`config.mk`:
```
export PLATFORM = sky130hd
export DESIGN_NAME = trig_request_arbiter
export DESIGN_NICKNAME = d
export VERILOG_FILES = /design/src/rtl/trig_request_arbiter.sv
export SDC_FILE = /design/constraint.sdc
export NUM_CORES = 1
export LEC_CHECK = 0
export CAP_MARGIN = 20
export CORE_MARGIN = 2
export CORE_UTILIZATION = 48
export DETAILED_ROUTE_END_ITERATION = 8
export GPL_ROUTABILITY_DRIVEN = 1
export MAX_ROUTING_LAYER = met4
export PLACE_DENSITY_LB_ADDON = 0.08
export SLEW_MARGIN = 20
export SYNTH_ARGS = -nofsm -noshare
export SYNTH_HDL_FRONTEND = slang
export SYNTH_SLANG_ARGS = --single-unit
```
`constraint.sdc`:
```
create_clock -name sys_clk -period 6.8 [get_ports sys_clk]
set_clock_uncertainty 0.2 [all_clocks]
set_input_delay 1.36 -clock sys_clk [delete_from_list [all_inputs] [get_ports sys_clk]]
set_output_delay 1.36 -clock sys_clk [all_outputs]
set_load 0.05 [all_outputs]
```
`src/rtl/trig_request_arbiter.sv`:
```
// Round-robin arbiter sharing one sin/cos unit between NUM_REQ requesters.
// Tags ride a fixed-latency shift register to route results back.
module trig_request_arbiter #(
    parameter int DATA_WIDTH   = 16,
    parameter int NUM_REQ      = 3,
    parameter int TRIG_LATENCY = 20,
    parameter int TAG_WIDTH    = 3
) (
    input  logic                          sys_clk,
    input  logic                          reset,
    input  logic [NUM_REQ*DATA_WIDTH-1:0] req_phase_in,
    input  logic [NUM_REQ-1:0]            req_valid_in,
    output logic [NUM_REQ-1:0]            req_ready_out,
    output logic [DATA_WIDTH-1:0]         trig_phase_out,
    output logic                          trig_phase_valid_out,
    input  logic [DATA_WIDTH-1:0]         trig_sin_in,
    input  logic [DATA_WIDTH-1:0]         trig_cos_in,
    input  logic                          trig_valid_in,
    output logic [DATA_WIDTH-1:0]         resp_sin_out,
    output logic [DATA_WIDTH-1:0]         resp_cos_out,
    output logic [NUM_REQ-1:0]            resp_valid_out,
    output logic                          sync_error_out
);

    logic [TAG_WIDTH-1:0]  ptr_q, ptr_d;
    logic [NUM_REQ-1:0]    gnt;
    logic [TAG_WIDTH-1:0]  gnt_idx;
    logic                  gnt_any;
    logic [DATA_WIDTH-1:0] gnt_phase;

    logic [DATA_WIDTH-1:0] phase_q, phase_d;
    logic                  pvalid_q, pvalid_d;
    logic [TAG_WIDTH-1:0]  tag_q, tag_d;

    logic [TRIG_LATENCY-1:0]                slot_v_q, slot_v_d;
    logic [TRIG_LATENCY-1:0][TAG_WIDTH-1:0] slot_tag_q, slot_tag_d;
    logic                                   out_v;
    logic [TAG_WIDTH-1:0]                   out_tag;

    logic [DATA_WIDTH-1:0] rsin_q, rsin_d;
    logic [DATA_WIDTH-1:0] rcos_q, rcos_d;
    logic [NUM_REQ-1:0]    rvalid_q, rvalid_d;
    logic                  err_q, err_d;

    // Grant the first valid requester at or after the pointer, wrapping.
    always_comb begin
        gnt       = '0;
        gnt_idx   = '0;
        gnt_any   = 1'b0;
        gnt_phase = '0;
        for (int k = 0; k < NUM_REQ; k++) begin
            for (int i = 0; i < NUM_REQ; i++) begin
                if (!gnt_any && req_valid_in[i] &&
                    ((int'(ptr_q) + k) % NUM_REQ == i)) begin
                    gnt_any   = 1'b1;
                    gnt[i]    = 1'b1;
                    gnt_idx   = TAG_WIDTH'(i);
                    gnt_phase = req_phase_in[i*DATA_WIDTH +: DATA_WIDTH];
                end
            end
        end
    end

    // Issue stage: register the granted phase and advance the pointer.
    always_comb begin
        ptr_d    = ptr_q;
        phase_d  = phase_q;
        tag_d    = tag_q;
        pvalid_d = gnt_any;
        if (gnt_any) begin
            ptr_d   = (gnt_idx == TAG_WIDTH'(NUM_REQ - 1)) ? '0
                                                           : gnt_idx + TAG_WIDTH'(1);
            phase_d = gnt_phase;
            tag_d   = gnt_idx;
        end
    end

    // Tag pipeline: output slot lines up with the unit's result strobe.
    always_comb begin
        slot_v_d   = {slot_v_q[TRIG_LATENCY-2:0], pvalid_q};
        slot_tag_d = {slot_tag_q[TRIG_LATENCY-2:0], tag_q};
    end

    assign out_v   = slot_v_q[TRIG_LATENCY-1];
    assign out_tag = slot_tag_q[TRIG_LATENCY-1];

    // Route matched results to their owner; flag any slot/result mismatch.
    always_comb begin
        rvalid_d = '0;
        rsin_d   = rsin_q;
        rcos_d   = rcos_q;
        err_d    = err_q;
        if (trig_valid_in && out_v) begin
            rsin_d = trig_sin_in;
            rcos_d = trig_cos_in;
            for (int i = 0; i < NUM_REQ; i++) begin
                rvalid_d[i] = (out_tag == TAG_WIDTH'(i));
            end
        end
        if (trig_valid_in != out_v) begin
            err_d = 1'b1;
        end
    end

    // State registers, cleared asynchronously.
    always_ff @(posedge sys_clk or posedge reset) begin
        if (reset) begin
            ptr_q      <= '0;
            phase_q    <= '0;
            pvalid_q   <= 1'b0;
            tag_q      <= '0;
            slot_v_q   <= '0;
            slot_tag_q <= '0;
            rsin_q     <= '0;
            rcos_q     <= '0;
            rvalid_q   <= '0;
            err_q      <= 1'b0;
        end else begin
            ptr_q      <= ptr_d;
            phase_q    <= phase_d;
            pvalid_q   <= pvalid_d;
            tag_q      <= tag_d;
            slot_v_q   <= slot_v_d;
            slot_tag_q <= slot_tag_d;
            rsin_q     <= rsin_d;
            rcos_q     <= rcos_d;
            rvalid_q   <= rvalid_d;
            err_q      <= err_d;
        end
    end

    assign req_ready_out        = gnt;
    assign trig_phase_out       = phase_q;
    assign trig_phase_valid_out = pvalid_q;
    assign resp_sin_out         = rsin_q;
    assign resp_cos_out         = rcos_q;
    assign resp_valid_out       = rvalid_q;
    assign sync_error_out       = err_q;

endmodule
```
## Word-level counts from Yosys, hierarchy flattened

Cells that the tools add are included.

| word-level totals | value |
|---|---|
| bits in registers | 139 |
| input port bits | 86 |
| output and inout bits | 56 |
| word-level logic and storage cells | 111 |

| operators by class | value |
|---|---|
| add/subtract/negate cells | 3 |
| div/mod/pow operators | 3 |
| equality and inequality tests | 10 |
| muxes and demuxes | 36 |
| reductions and logical operators | 30 |

Operator list:

| kind | number |
|---|---|
| 16-bit two-way mux | 9 |
| 32-bit by 2-bit equality test with 1-bit output (second input constant) | 3 |
| 32-bit by 3-bit equality test with 1-bit output (second input constant) | 3 |
| 32-bit logical NOT | 3 |
| 32-bit by 3-bit modulo with 32-bit output (second input constant) | 2 |
| 4-bit by 3-bit modulo with 32-bit output (second input constant) | 1 |
| 3-bit two-way mux | 9 |
| 1-bit logical AND | 18 |
| 1-bit two-way mux | 18 |
| 1-bit logical NOT | 8 |
| 3-bit by 2-bit equality test with 1-bit output (second input constant) | 2 |
| 3-bit by 1-bit adder with 4-bit output (second input constant) | 1 |
| 3-bit by 2-bit adder with 4-bit output (second input constant) | 1 |
| 3-bit by 1-bit adder with 3-bit output (second input constant) | 1 |
| 3-bit by 1-bit equality test with 1-bit output (second input constant) | 1 |
| 3-bit logical NOT | 1 |
| 1-bit != test | 1 |

## Longest topological paths before layout

| depth | value |
|---|---|
| depth after elaboration | 38 |
| mapped depth | 17 |
| gate-level depth less buffers | 16 |

## Worst setup path before layout

No wires, ideal clock.

| timing | value |
|---|---|
| path kind | register -> output |
| from | register ptr_q[0] |
| to | output req_ready_out[0] |
| data arrival time | 3.835 ns |
| required time | 5.240 ns |
| slack | 1.405 ns |
| cell stages (with the launch flop) | 16 |
| path buffers | 2 |
| cell sequence | dfrtp_1 -> buf_2 -> buf_1 -> inv_1 -> ha_1 -> inv_1 -> xnor2_1 -> inv_2 -> ha_1 -> or2_2 -> o22ai_1 -> nor2b_4 -> mux2_4 -> a31oi_4 -> nor2_1 -> or2_2 |

| between the ends | value |
|---|---|
| longest elaborated chain between the ends | 28 |
| elaborated cells between the ends (all ways) | 39 |
| those cells by class | add/sub: 2; div: 3; eq/ne: 4; mux: 8; reduce/logical: 22 |

RTL lines:

| what | RTL line | text |
|---|---|---|
| start, declared | 25 | `logic [TAG_WIDTH-1:0] ptr_q, ptr_d;` |
| start signal, assigned | 119 | `ptr_q <= ptr_d;` |
| parallel branches: the longest is 27 deep, another holds 32-bit by 3-bit modulo with 32-bit output | - |  |
| 1-bit two-way mux * | 53 | `if (!gnt_any && req_valid_in[i] &&` |
| end, declared | 13 | `output logic [NUM_REQ-1:0] req_ready_out,` |

Every way passes the cells marked *.

## Final worst setup path

| timing | value |
|---|---|
| from | register ptr_q[1] |
| to | output req_ready_out[2] |

| between the ends | value |
|---|---|
| longest elaborated chain between the ends | 36 |
| elaborated cells between the ends (all ways) | 50 |
| those cells by class | add/sub: 2; div: 3; eq/ne: 6; mux: 11; reduce/logical: 28 |

RTL lines:

| what | RTL line |
|---|---|
| parallel branches: the longest is 35 deep, another holds 32-bit by 3-bit modulo with 32-bit output | - |
| 1-bit two-way mux * | 53 |

Marks and branches as above.

==> impl_metrics.ini <==
[route]
met2_length_um = 5700
wl_per_cell_um = 16.9
dr.first_iter.drc_count = 221
maxUsedRoutingLayer = met4
antenna_left = 0
dr_wl_met3_um = 617
drt_wl_total_um = 11700
dr.pass1.iters = 5
drc = 0
vias = 3672
routed_via_density = 5.31
drt-met1-wl_um = 5210

[clock_network]
path_clk_slew_ns = 0.06
cts_tree = built
cts.hold.buffers_added = 0
cts_sinks = 118
h-tree-depth = 4
cts_root_buffer = clkbuf_8
cts_buffer_depth = 2
clk-insertion-delay-late_ns = 0.50
cts_inserted_buffers = 17

[critical_path]
crit_family = compound AO/OA/AOI/OAI gates
cp_num_buf_inv = 2
critical_path_depth = 13
critical_path_class = register to output port
rrSetupSlack_ns = 2.22
crit_start = ptr_q[1]
cp-end-kind = output port
ff2ff_path_depth = 17
worst_path_max_delay_cell = dfrtp_1
cp_cell_sequence = ha_1 > xor2_1 > a31oi_2 > xnor2_1 > inv_2 > ha_1 > or2_2 > o22ai_1 > nor2b_4 > mux2_4 > o21ai_0 > a31o_2 > clkbuf_2
worstPathArrival_ns = 4.78
cp_max_fo = 15
crit_top_cell = ha_1
start_kind = register
worstPathRequired_ns = 5.24
crit_path_max_incr_delay_ns = 0.50
r2r-start = ptr_q[2]
r2r_end = trig_phase_out[1]

[place]
post_dp_cell_area_um2 = 6600
gp_congestion = 0.890
port_buffers = 141
dp_hpwl_um = 7900

[synthesis]
synth_top_area_share_pct = 58.4
netlist_top_cells_area = dfrtp_1 58%, mux2_2 7.1%, ha_1 5.2%
synth_flop_cell = dfrtp_1
synth_edf_count = 0
netlist_instances = 388
ys_warn_count = 0
syn_nets = 496
ys_seq_area_share_pct = 58.4
post-synth-top-area-cell = dfrtp_1
ys_ff_latch = 118
async_reset_ff_share_pct = 100
ys_types = 71
avgSynthCellArea_um2 = 13.0
synth_area_um2 = 5060

[global_route]
grt_usage_pct = 22.0
grt_pass1_vias = 3806
grt_antenna_before_repair = 0
grt_max_degree = 69
grt_pass1_wl_um = 18900
gr-total-overflow = 0

[floorplan]
die_w_um = 107
core-area_um2 = 10300
ios = 142
dieHeight_um = 107
initial_core_util_pct = 49.2
die-area_um2 = 11400
row_count = 37

[power_and_ir_drop]
power_density_nw_per_um2 = 596
power.leakage_uw = 0.00315
ir_drop_mv = 0.384

[finish]
fin_nets = 650
antenna-diode-count = 0
fin_area_um2 = 7240
syn_to_final_growth_pct = 43.2
drive_above_1_share_pct = 18.2
utilization_pct = 70.5

[timing]
fmax_mhz = 158
rsz0062_at_grt = no
tightest_slew_ns = 0.811
finalSetupViolCount = 0
period_minus_slack_ns = 6.34
period_share_pct = 93.3
fin_setup_tns_ns = 0
slew_headroom_pct = 45.9
finalMaxSlewViolations = 0
hold_violations = 0

[outcome]
status = finished clean

[run]
drv_cap = 0

[min_path]
holdCritPathClass = register to register
hold_depth = 0
hold_end = slot_v_q[1]
hp-start = slot_v_q[0]
sequential cells by signal, indices dropped and copies added, names as in the netlist:
signal,count
trig_phase_valid_out,1
ptr_q,3
slot_v_q,20
resp_valid_out,3
resp_cos_out,16
sync_error_out,1
resp_sin_out,16
slot_tag_d,38
trig_phase_out,16
out_tag,2
tag_q,2
cells in the mapped netlist (all sizes together), types with 4 or more instances:
cell type,count
dfrtp,118
mux2,34
o21ai,27
ha,21
nand3,17
inv,16
nor2,15
nand2,14
a22oi,12
buf,9
a222oi,7
a31oi,7
mux2i,6
a21oi,5
clkbuf,5
or2,5
nor2b,4
how the worst max path moves through the flow:
stage / end / slack [ns]
floorplan: req_ready_out[0] / 1.40
global placement: req_ready_out[1] / 0.44
detailed placement: req_ready_out[1] / 0.34
CTS: req_ready_out[0] / 0.22
global route: req_ready_out[2] / 0.19
finish: req_ready_out[2] / 0.46
through the flow:
step	cells	hold WS, ns	worst slack [ns]	power [µW]
after floorplan	388	0.131	1.40	2760
after global placement	655	0.136	0.440	3360
after detailed placement	655	0.135	0.341	3390
after CTS	687	0.149	0.221	4320
after global routing	691	0.154	0.190	4570
final	691	0.147	0.459	4320
cell families (layout without fill, tap and decap cells):
group	Yosys count	in the layout	synth area share, %
simple gates	80	80	9.28
flops	118	118	58.4
xor+xnor	4	4	0.693
other cells	1	1	0.0741
mux	40	40	9.15
compound gates	92	92	14.2
fa+ha+maj	22	22	5.59
buf+inv	31	198	2.60
placed cells by master, fill, tap and decap left out, drive strengths merged, types with 4 or more instances in the layout:
cell and n:
a21oi 5, a31oi 7, or2 5, nor2b 4, ha 21, inv 22
a222oi 7, nor2 15, clkinv 7, buf 9, nand3 17, mux2 34
clkdlybuf4s50 138, a22oi 12, dfrtp 118, o21ai 27, mux2i 6, nand2 14
clkbuf 18
report_power, final:
part           internal [µW]  total (µW)  switching [µW]
Combinational            861        2240            1380
Clock                    567         899             332
Sequential              1040        1180             140
Total                   2470        4320            1850
timing repair:
item | in CTS | in global routing
endpoints found under the setup margin | 2 | 3
buffers inserted | 0 | 3
gates resized for setup | 3 | 3
pin swaps | 1 | 2
routing by layer:
layer | GRT usage, % | vias up
li1 | - | 1740
met1 | 28.5 | 1774
met2 | 34.6 | 138
met4 | 6.68 | 0
met3 | 5.41 | 20
met5 | - | -
cell type report:
| cell class | count | area, µm² |
|---|---|---|
| fillers | 740 | 3040 |
| flip-flops and latches | 118 | 2950 |
| multi-input cells | 239 | 1980 |
| repair buffers | 149 | 1470 |
| clock buffers | 17 | 414 |
| clock inverters | 15 | 190 |
| well taps | 136 | 170 |
| inverters | 17 | 66.3 |
Note: power is estimated with default switching activity, not from simulation.
